[src/rtl/frame_assembler.sv]
// ============================================================================
// frame_assembler
//   Rebuilds an SOF / tagged-nibble / EOF frame from a UART byte stream and
//   holds the result behind a valid/accept handshake.
// Revision: 1.0
// ============================================================================
`default_nettype none

module frame_assembler #(
    parameter int         NIBBLES        = 40,
    parameter logic [7:0] SOF_BYTE       = 8'h00,
    parameter logic [7:0] EOF_BYTE       = 8'h0F,
    parameter bit         LEN_EXACT      = 1'b0,
    parameter int         TIMEOUT_CYCLES = 1000000
) (
    input  logic                             clk,
    input  logic                             reset,
    input  logic [7:0]                       rx_data,
    input  logic                             rx_ready,
    input  logic                             rx_parity_error,
    input  logic                             frame_accept,
    output logic                             frame_ready,
    output logic [4*NIBBLES-1:0]             frame_data,
    output logic [$clog2(NIBBLES+1)-1:0]     frame_len,
    output logic                             err_seq,
    output logic                             err_parity,
    output logic                             err_length,
    output logic                             err_timeout,
    output logic                             err_overflow
);

    localparam int DW = 4 * NIBBLES;
    localparam int LW = $clog2(NIBBLES + 1);
    localparam int TW = (TIMEOUT_CYCLES > 2) ? $clog2(TIMEOUT_CYCLES) : 1;
    localparam logic [LW-1:0] C_NIB_MAX  = LW'(NIBBLES);
    localparam logic [TW-1:0] C_TMO_LAST = TW'(TIMEOUT_CYCLES - 1);

    typedef enum logic {
        S_IDLE = 1'b0,
        S_DATA = 1'b1
    } state_t;

    state_t        state_q;
    logic [DW-1:0] buf_q;
    logic [LW-1:0] cnt_q;
    logic [3:0]    tag_q;
    logic [TW-1:0] timer_q;
    logic          ready_q;
    logic [DW-1:0] data_q;
    logic [LW-1:0] len_q;
    logic          e_seq_q, e_par_q, e_len_q, e_tmo_q, e_ovf_q;

    logic          w_is_sof, w_is_eof, w_tag_ok, w_len_bad, w_held, w_tmo, w_load;
    logic [DW-1:0] w_shift;

    assign w_is_sof  = (rx_data == SOF_BYTE);
    assign w_is_eof  = (rx_data == EOF_BYTE);
    assign w_tag_ok  = (rx_data[7:4] == tag_q);
    assign w_len_bad = (cnt_q == '0) || (LEN_EXACT && (cnt_q != C_NIB_MAX));
    assign w_held    = ready_q && !frame_accept;
    assign w_tmo     = (TIMEOUT_CYCLES != 0) && (timer_q == C_TMO_LAST);
    assign w_shift   = DW'({buf_q, rx_data[3:0]});
    assign w_load    = (state_q == S_DATA) && rx_ready && !rx_parity_error && !w_is_sof
                       && w_is_eof && !w_len_bad && !w_held;

    always_ff @(posedge clk) begin
        if (reset) begin
            state_q <= S_IDLE;
            buf_q   <= '0;
            cnt_q   <= '0;
            tag_q   <= 4'd1;
            timer_q <= '0;
            ready_q <= 1'b0;
            data_q  <= '0;
            len_q   <= '0;
            e_seq_q <= 1'b0;
            e_par_q <= 1'b0;
            e_len_q <= 1'b0;
            e_tmo_q <= 1'b0;
            e_ovf_q <= 1'b0;
        end else begin
            e_seq_q <= 1'b0;
            e_par_q <= 1'b0;
            e_len_q <= 1'b0;
            e_tmo_q <= 1'b0;
            e_ovf_q <= 1'b0;

            case (state_q)
                S_IDLE: begin
                    if (rx_ready && w_is_sof && !rx_parity_error) begin
                        state_q <= S_DATA;
                        buf_q   <= '0;
                        cnt_q   <= '0;
                        tag_q   <= 4'd1;
                        timer_q <= '0;
                    end
                end
                default: begin
                    if (rx_ready) begin
                        timer_q <= '0;
                        if (rx_parity_error) begin
                            e_par_q <= 1'b1;
                            state_q <= S_IDLE;
                        end else if (w_is_sof) begin
                            buf_q <= '0;
                            cnt_q <= '0;
                            tag_q <= 4'd1;
                        end else if (w_is_eof) begin
                            state_q <= S_IDLE;
                            if (w_len_bad)
                                e_len_q <= 1'b1;
                            else if (w_held)
                                e_ovf_q <= 1'b1;
                        end else if (w_tag_ok) begin
                            if (cnt_q != C_NIB_MAX) begin
                                buf_q <= w_shift;
                                cnt_q <= cnt_q + 1'b1;
                                // Tag 0 is reserved, so the sequence wraps 15 -> 1.
                                tag_q <= (tag_q == 4'd15) ? 4'd1 : tag_q + 4'd1;
                            end else begin
                                e_len_q <= 1'b1;
                                state_q <= S_IDLE;
                            end
                        end else begin
                            e_seq_q <= 1'b1;
                            state_q <= S_IDLE;
                        end
                    end else if (w_tmo) begin
                        e_tmo_q <= 1'b1;
                        state_q <= S_IDLE;
                    end else begin
                        timer_q <= timer_q + 1'b1;
                    end
                end
            endcase

            if (w_load) begin
                ready_q <= 1'b1;
                data_q  <= buf_q;
                len_q   <= cnt_q;
            end else if (ready_q && frame_accept) begin
                ready_q <= 1'b0;
            end
        end
    end

    assign frame_ready  = ready_q;
    assign frame_data   = data_q;
    assign frame_len    = len_q;
    assign err_seq      = e_seq_q;
    assign err_parity   = e_par_q;
    assign err_length   = e_len_q;
    assign err_timeout  = e_tmo_q;
    assign err_overflow = e_ovf_q;

endmodule

`default_nettype wire

[config.mk]
export PLATFORM = sky130hd
export DESIGN_NAME = frame_assembler
export DESIGN_NICKNAME = d
export VERILOG_FILES = /design/src/rtl/frame_assembler.sv
export SDC_FILE = /design/constraint.sdc
export NUM_CORES = 1
export LEC_CHECK = 0
export ABC_CLOCK_PERIOD_IN_PS = 2800
export CAP_MARGIN = 15
export CORE_AREA = 5 5 183 185
export CTS_CLUSTER_SIZE = 16
export DETAILED_ROUTE_END_ITERATION = 10
export DIE_AREA = 0 0 188 190
export PLACE_DENSITY_LB_ADDON = 0.3
export SYNTH_ARGS = -nofsm -noshare
export SYNTH_HDL_FRONTEND = slang
export SYNTH_SLANG_ARGS = --single-unit
export TNS_END_PERCENT = 1
[constraint.sdc]
create_clock -name clk -period 2.8 [get_ports clk]
set_input_delay 0.28 -clock clk [delete_from_list [all_inputs] [get_ports clk]]
set_output_delay 0.28 -clock clk [all_outputs]
set_load 0.02 [all_outputs]
# --- Word-level counts from Yosys, hierarchy flattened ---
# Cells that the tools add are included.
totals:
  reg_bits: 363
  input_bits: 13
  output_inout_bits: 172
  word_cells: 104
classes:
  add_sub_neg: 3
  n_eq_ne: 11
  mux: 48
  bitwise_logic: 3
  n_reduce_logical: 26
ops:
  columns: ["operator", "n"]
  rows:
  - ["2-to-1 mux 160 bit", 8]
  - ["2-to-1 mux 20 bit", 4]
  - ["2-to-1 mux 6 bit", 8]
  - ["2-to-1 mux 4 bit", 9]
  - ["adder 20 x 1 -> 20 bit, second input constant", 1]
  - ["equality test 20 bit, second input constant", 1]
  - ["2-to-1 mux 1 bit", 19]
  - ["logical AND 1 bit", 10]
  - ["equality test 8 x 4 -> 1 bit, second input constant", 1]
  - ["zero test 8 bit", 1]
  - ["OR reduction 7 bit", 1]
  - ["adder 6 x 1 -> 6 bit, second input constant", 1]
  - ["zero test 6 bit", 1]
  - ["!= test 3 x 1 -> 1 bit, second input constant", 2]
  - ["!= test 3 bit, second input constant", 2]
  - ["!= test 6 bit, second input constant", 1]
  - ["AND reduction 6 bit", 1]
  - ["OR reduction 3 bit", 2]
  - ["OR reduction 6 bit", 1]
  - ["zero test 1 bit", 5]
  - ["OR reduction 5 bit", 1]
  - ["adder 4 x 1 -> 4 bit, second input constant", 1]
  - ["equality test 4 bit", 1]
  - ["equality test 4 bit, second input constant", 1]
  - ["other kinds (4)", 8]

# --- Logic depth before layout (Yosys ltp) ---
# Gate-level depths: netlist of the first run.
depth:
  depth_word: 9
  mapped_depth: 11
  ltp_nobuf: 7

# --- Worst setup path before layout of the first run ---
# No wires, ideal clock.
synth_timing:
  path_type: "input port to flip-flop"
  start: "input rx_data[4]"
  end: "register cnt_q[1]"
  arrival_ps: 2079
  required_time_ps: 2672
  setup_slack_ps: 593
  cell_stages: 10
  n_path_buf: 5
  cell_sequence: "or4_1 > buf_2 > or2_4 > and3_1 > buf_2 > buf_6 > buf_6 > buf_6 > a31oi_1 > nor2_1"
synth_between:
  elab_chain_len: 5
  elab_cells_between_ends: 14
  cone_classes: "5 x eq/ne; 4 x mux; 5 x reduce/logical"
synth_rtl:
  columns: ["item", "line", "rtl"]
  rows:
  - ["start, declared", "18", "input logic [7:0] rx_data,"]
  - ["zero test 8 bit", "56", "assign w_is_sof = (rx_data == SOF_BYTE);"]
  - ["2-to-1 mux 6 bit or logical AND 1 bit (tied branches)", "104, 90", null]
  - ["2-to-1 mux 6 bit or logical AND 1 bit (tied branches)", "101, 90", null]
  - ["2-to-1 mux 6 bit or nonzero test 2 bit (tied branches)", null, null]
  - ["2-to-1 mux 6 bit or AND reduction 6 bit (tied branches)", null, null]
  - ["end signal, assigned", "117", "cnt_q <= cnt_q + 1'b1;"]
  - ["end, declared", "45", "logic [LW-1:0] cnt_q;"]
# Several ways; a longest one is shown, not always the timed one. The select of a mux whose other input is x is not followed.
# A chain may end at the register's enable or synchronous reset.

# --- Final worst setup path of the first run ---
layout_timing:
  start: "input rx_data[4]"
  end: "register timer_q[8]"
layout_between:
  elab_chain_len: 5
layout_rtl:
  columns: ["item", "line", "rtl"]
  rows:
  - ["zero test 8 bit", "56", null]
  - ["logical AND 1 bit (2 in series)", "90", "if (rx_ready && w_is_sof && !rx_parity_error) begin"]
  - ["nonzero test 2 bit (no source line)", null, null]
  - ["AND reduction 2 bit (no source line)", null, null]
  - ["end signal, assigned", "132", "timer_q <= timer_q + 1'b1;"]
  - ["end, declared", "47", "logic [TW-1:0] timer_q;"]
# Every way passes these cells.

==> metrics.md, run 1 <==
| Metric | Value |
|---|---|
| Status | finished, final reports clean |
| Ys async rst share | 0 |
| Startpoint Class | input port |
| Place WS | -0.0358 ns |
| Vias in the first global route | 12200 |
| Num CTS Buffers | 40 |
| Clock Sinks | 363 |
| Die Wd | between 150 and 200 um |
| Clock Power Share | 0.503 |
| Max Fanout on Critical Path | 8 |
| CP Cell Sequence | clkdlybuf4s50_1 -> or4_1 -> o31ai_2 -> o31ai_1 -> buf_2 -> buf_4 -> or3_1 -> a21oi_1 |
| Final Cycle Share | 0.848 |
| Num ports | 185 |
| Post-CTS Setup Bufs | 0 |
| Peak VDD IR | 0.432 mV |
| Setup CP Type | in2reg |
| Synthesized cell area | 14700 sq um |
| Initial DRC count | 907 |
| Routed wire per std cell | 15.2 um |
| Placer Congestion | between 0.7 and 0.8 |
| Full die area | 35700 sq um |
| Final HPWL DP | 22600 um |
| Hold-fix buffers at CTS | 0 |
| Worst Setup End Kind | flop |
| Pwr dens | between 500 and 600 nW/um^2 |
| Vias per cell | around 5.3 |
| Area of the multi-input gates | 6620 sq um |
| Share of cells above drive strength 1 | 0.0616 |
| Buffers and inverters on the worst path | 3 |
| P_int | 8.50 mW |
| Gate power share | 0.014 |
| Max Fclk | around 420 MHz |
| Clock transition at the registers of the reported paths | roughly 0.060 ns |
| Final core utilization | 0.570 |
| Post-route minimum period | 2.37 ns |
| # setup viols final | 0 |
| Worst path top cell family by delay | simple AND/OR/NAND/NOR gates |
| Critical-path cell with the highest stage delay | or4_1 |
| Antenna diodes | 0 |
| Netlist cell types | 42 |
| CP max stage delay | 0.67 ns |
| H-Tree Depth | 2 |
| Final Power | 10.7 mW |
| Area grow syn2layout | 24.0% |
| Critical Path AT | 2.81 ns |
| CORE AREA | 31900 sq um |
| GRT Util Overall | 0.198 |
| Clock Path Buffers | 3 |
| Buffers added on ports | 184 |
| Post-Syn Nets | 1861 |
| Total of max-cap violations | 0 |
| Clk_lat worst skew | 0.52 ns |
| Worst slew margin | 0.486 |
| Yosys Warn Count | 0 |
| Net Sw Frac | 0.205 |
| CTS Root Cell | clkbuf_16 |
| DRT Pass-1 Iters | 5 |
| CTS tree | yes |
| Fillcell total | 2910 |
| DR DRC count | 0 |
| Layout Cells excl Fill | 2404 |
| Storage cell area | 7270 sq um |
| GRT overflow | 0 |
| Leakage | approximately 7.1 nW |
| Setup ws final | 0.425 ns |
| First-pass GRT wire length | 61300 um |
| P_sw | 2.20 mW |
| DIE HEIGHT | 190 um |
| # placed instances | 2335 |
| Largest net degree at the start of global routing | 158 |
| Post-route ant nets | 0 |
| Fin area | 18200 sq um |
| Final WL | 36500 um |
| Initial antenna violation count | 0 |
| Mapped Cells | 1844 |
| Fin. max-slew vios | 0 |
| Core Rows | 66 |
| Primary FF master, synth | dfxtp_1 |
| Resize count post-CTS | 0 |
| Via Count | 12600 |
| Post-synthesis sequential area ratio | 0.496 |
| Post-DP Area | 16800 sq um |
| Syn_area_per_cell | between 7 and 8 sq um |
| Initial Util | 0.460 |
| Worst Skew | ~0.018 ns |
| Post-synth EDFFs | 0 |
| Final Hold Fails | 0 |
| Actual slew at the worst max-slew pin | 0.772 ns |
| Fin nets | 1987 |
| Flop pwr share | 0.483 |
| Worst EP required | 3.23 ns |
| Min-delay worst type | in2reg |
| Synth Register Bits | 363 |
| RSZ-0062 raised after global routing | false |
## cells in the mapped netlist, types with 8 or more instances
| cell | instances | area (sq um) |
|---|---|---|
| nand2_1 | 512 | 1920 |
| dfxtp_1 | 363 | 7270 |
| a21oi_1 | 188 | 941 |
| nor2_1 | 178 | 668 |
| and3_1 | 158 | 988 |
| o21a_1 | 157 | 1180 |
| clkbuf_1 | 108 | 405 |
| buf_2 | 22 | 110 |
| buf_6 | 22 | 248 |
| nand3_1 | 18 | 90.1 |
| o21ai_0 | 11 | 55.1 |
| nor4_1 | 10 | 62.6 |
| or3_1 | 8 | 50.1 |
| xor2_1 | 8 | 70.1 |
## flip-flops by register name, summed over array words and instances, names as in the netlist
signal,count
buf_q,160
frame_data,160
timer_q,20
cnt_q,6
frame_len,6
tag_q,4
err_length,1
err_overflow,1
err_parity,1
err_seq,1
err_timeout,1
frame_ready,1
state_q,1
## cell usage in the layout (no fill, tap or decap), types with 5 or more instances in the layout
master           count
o21a_1             157
and4_1               5
and3_1             157
inv_1                6
or4_1                6
nand3_1             17
nand2_1            512
or3_1                8
clkdlybuf4s50_1    183
nand3b_1             5
clkbuf_16           42
clkbuf_8             7
nor2_1             177
buf_12              12
nor4_1              10
o21ai_0             11
nor3_1               6
xor2_1               8
a21oi_1            188
buf_4               40
a31oi_1              6
nand4_1              7
dfxtp_1            363
clkbuf_1             6
## power by group through the flow
stage | clock network [mW] | registers [mW] | logic, mW
2_1_floorplan | 0 | 5.28 | 0.0860
3_3_place_gp | 0 | 5.28 | 0.150
3_5_place_dp | 0 | 5.28 | 0.150
4_1_cts | 5.48 | 5.16 | 0.151
5_1_grt | 5.70 | 5.16 | 0.163
6_report | 5.38 | 5.16 | 0.151
## through the flow
step	hold WS [ns]	setup TNS, ns
3_3_place_gp	0.439	0
5_1_grt	0.154	0
6_report	0.164	0
2_1_floorplan	0.437	0
4_1_cts	0.136	0
3_5_place_dp	0.442	-0.0809
## path summary, 6_finish.rpt
path                                      start               to  slack [ns]  cells after the start
worst max-delay path                 rx_data[4]       timer_q[8]        0.43                      8
worst min-delay path                      reset         cnt_q[1]        0.16                      2
worst max register to register         cnt_q[0]        buf_q[30]        0.43                      8
worst min register to register  frame_data[152]  frame_data[152]        0.45                      2
## per-layer routing
metal  global-route usage  share of wire  up-vias
met4               0.0587          0.025        0
li1                     -              -     6373
met3               0.0325          0.046       54
met1                0.272           0.47     5921
met5                    0              0        -
met2                0.323           0.46      277
## kinds of logic (layout without fill, tap and decap cells)
| group | count (synthesis) | after routing | share of synthesized area |
|---|---|---|---|
| AOI/OAI and AO/OA | 375 | 375 | 0.158 |
| xor gates and xnor gates | 12 | 12 | 0.00717 |
| adders and majority gates | 4 | 4 | 0.00342 |
| buffers and inverters | 160 | 312 | 0.0544 |
| DFF | 363 | 363 | 0.496 |
| and+or+nand+nor | 930 | 930 | 0.281 |
## area by class of cell
class	instances	area share
inverter	7	0.00158
sequential	363	0.400
multi-input combinational	1321	0.364
clock buffer	55	0.0644
timing repair buffer	237	0.131
clock inverter	13	0.0105
tap	408	0.0281
Power figures use the tool's default switching activity.
==> inputs of run 2 (changes only) <==
--- a/config.mk
+++ b/config.mk
@@ -5,7 +5,7 @@
 export SDC_FILE = /design/constraint.sdc
 export NUM_CORES = 1
 export LEC_CHECK = 0
-export ABC_CLOCK_PERIOD_IN_PS = 2800
+export ABC_CLOCK_PERIOD_IN_PS = 2300
 export CAP_MARGIN = 15
 export CORE_AREA = 5 5 183 185
 export CTS_CLUSTER_SIZE = 16
==> constraint.sdc (replaced) <==
create_clock -name clk -period 2.3 [get_ports clk]
set_input_delay 0.23 -clock clk [delete_from_list [all_inputs] [get_ports clk]]
set_output_delay 0.23 -clock clk [all_outputs]
set_load 0.02 [all_outputs]
==> metrics.md, run 2 (same netlist as run 1, synthesis figures left out) <==
| Metric | Value |
|---|---|
| Status | finished, final reports clean |
| Final WL | 37900 um |
| Startpoint Class | input port |
| Worst Skew | 0.0215 ns |
| Antenna diodes | 0 |
| GRT Util Overall | 0.198 |
| Initial DRC count | 1117 |
| Clock Sinks | 363 |
| Final Cycle Share | 0.923 |
| Buffers added on ports | 184 |
| Hold-fix buffers at CTS | 0 |
| # setup viols final | 0 |
| Vias per cell | 5.25 |
| CP max stage delay | 0.59 ns |
| Num ports | ~190 |
| Most used cell, CP | buf_4 |
| First-pass GRT wire length | 61000 um |
| Fin. max-slew vios | 0 |
| Worst path top cell family by delay | buffers and inverters |
| Via Count | 12800 |
| Full die area | 35700 sq um |
| DRT Pass-1 Iters | 7 |
| CP Cell Sequence | clkdlybuf4s50_1 -> or4_4 -> buf_4 -> nor2_1 -> buf_4 -> nand4_1 -> buf_4 -> buf_8 -> nand2_1 -> a21oi_1 |
| Commonest cells after routing, fill and taps aside | 512 x nand2_1, 363 x dfxtp_1, 188 x a21oi_1 |
| Setup CP Type | in2reg |
| CTS Root Cell | clkbuf_16 |
| Worst EP required | 2.67 ns |
| Largest net degree at the start of global routing | roughly 120 |
| Pwr dens | between 600 and 700 nW/um^2 |
| Critical Path AT | 2.49 ns |
| Post-route ant nets | 0 |
| CORE AREA | 31900 sq um |
| DR DRC count | 0 |
| Initial antenna violation count | 0 |
| GRT overflow | 0 |
| Routed wire per std cell | approximately 16 um |
| Clk_lat worst skew | approximately 0.52 ns |
| Final Power | 12.8 mW |
| Leakage | 7.34 nW |
| CTS tree | yes |
| Final HPWL DP | 23000 um |
| Die Wd | about 190 um |
| Commonest non-fill, non-tap cell in the layout | nand2_1 |
| Fin nets | 2021 |
| Final Hold Fails | 0 |
| Max Fanout on Critical Path | 60 |
| RSZ-0062 raised after global routing | false |
| Initial Util | 0.460 |
| Worst Setup End Kind | flop |
| Clock transition at the registers of the reported paths | 0.06 ns |
| Total of max-cap violations | 0 |
| Final core utilization | 0.582 |
| Buffers and inverters on the worst path | 5 |
| Critical-path cell with the highest stage delay | or4_4 |
| Setup ws final | 0.178 ns |
| Clock Path Buffers | 3 |
| Post-route minimum period | 2.12 ns |
| Num CTS Buffers | 39 |
| Min-delay worst type | in2reg |
| Area grow syn2layout | 26.6% |
| Max Fclk | 471 MHz |
| Actual slew at the worst max-slew pin | 0.786 ns |
| Vias in the first global route | 12100 |
| DIE HEIGHT | 190 um |
| Worst slew margin | 0.476 |
| Placer Congestion | just over 0.8 |
| Place WS | -0.447 ns |
| Core Rows | 66 |
| Peak VDD IR | 0.479 mV |
| Share of cells above drive strength 1 | 0.0787 |
| H-Tree Depth | 2 |
run 2: cell types whose count changed in the layout (fill, tap and decap cells not counted), sizes merged:
cell | previous run | this run
buf | 54 | 88
bufinv | 4 | 3
clkbuf | 55 | 57
clkinvlp | 1 | 2
run 2: tightest hold or removal path, delay by kind of cell:
family          cells  cell delay, ns
buf+inv             2            0.17
compound gates      1            0.06
simple gates        1            0.08
run 2: per-layer routing:
metal | track usage | part of all wire
met1 | 0.273 | 0.46
met2 | 0.328 | 0.47
met3 | 0.0330 | 0.051
met4 | 0.0503 | 0.018
met5 | 0 | 0
run 2: path summary, 6_finish.rpt:
path / from / slack [ns] / depth (start not counted) / to
hold / removal: reset / 0.08 / 4 / timer_q[0]
setup reg to reg: cnt_q[0] / 0.22 / 10 / buf_q[47]
hold reg to reg: frame_data[140] / 0.45 / 2 / frame_data[140]
setup / recovery: rx_data[4] / 0.18 / 10 / frame_data[155]
run 2: metrics by stage:
step           cell area (sq um)  cells  setup TNS [ns]  hold slack, ns
5_1_grt                    18600   2440               0          0.0746
3_3_place_gp               17200   2365          -97.44           0.439
2_1_floorplan              14700   1844               0           0.398
6_report                   18600   2440               0          0.0810
3_5_place_dp               17200   2365         -108.97           0.443
4_1_cts                    18500   2437               0          0.0606
run 2: where the power goes:
group | internal, mW | leakage (nW) | total (mW) | switching, mW
Sequential | 6.29 | 2.92 | 6.29 | 0.00000863
Combinational | 0.0644 | 3.79 | 0.201 | 0.136
Clock | 3.77 | 0.631 | 6.28 | 2.51
run 2: area by class of cell:
type | instances | area, sq um
fillers | 2834 | 13300
flip-flops and latches | 363 | 7270
multi-input cells | 1321 | 6640
repair buffers | 272 | 2820
clock buffers | 56 | 1130
well taps | 408 | 510
clock inverters | 13 | 160
inverters | 7 | 28.8
run 2: what timing repair did:
action	in CTS	in global routing
gates resized for setup	0	8
pin swaps	1	0
setup buffers	3	1
gates cloned	0	2
endpoints found under the setup margin	3	158
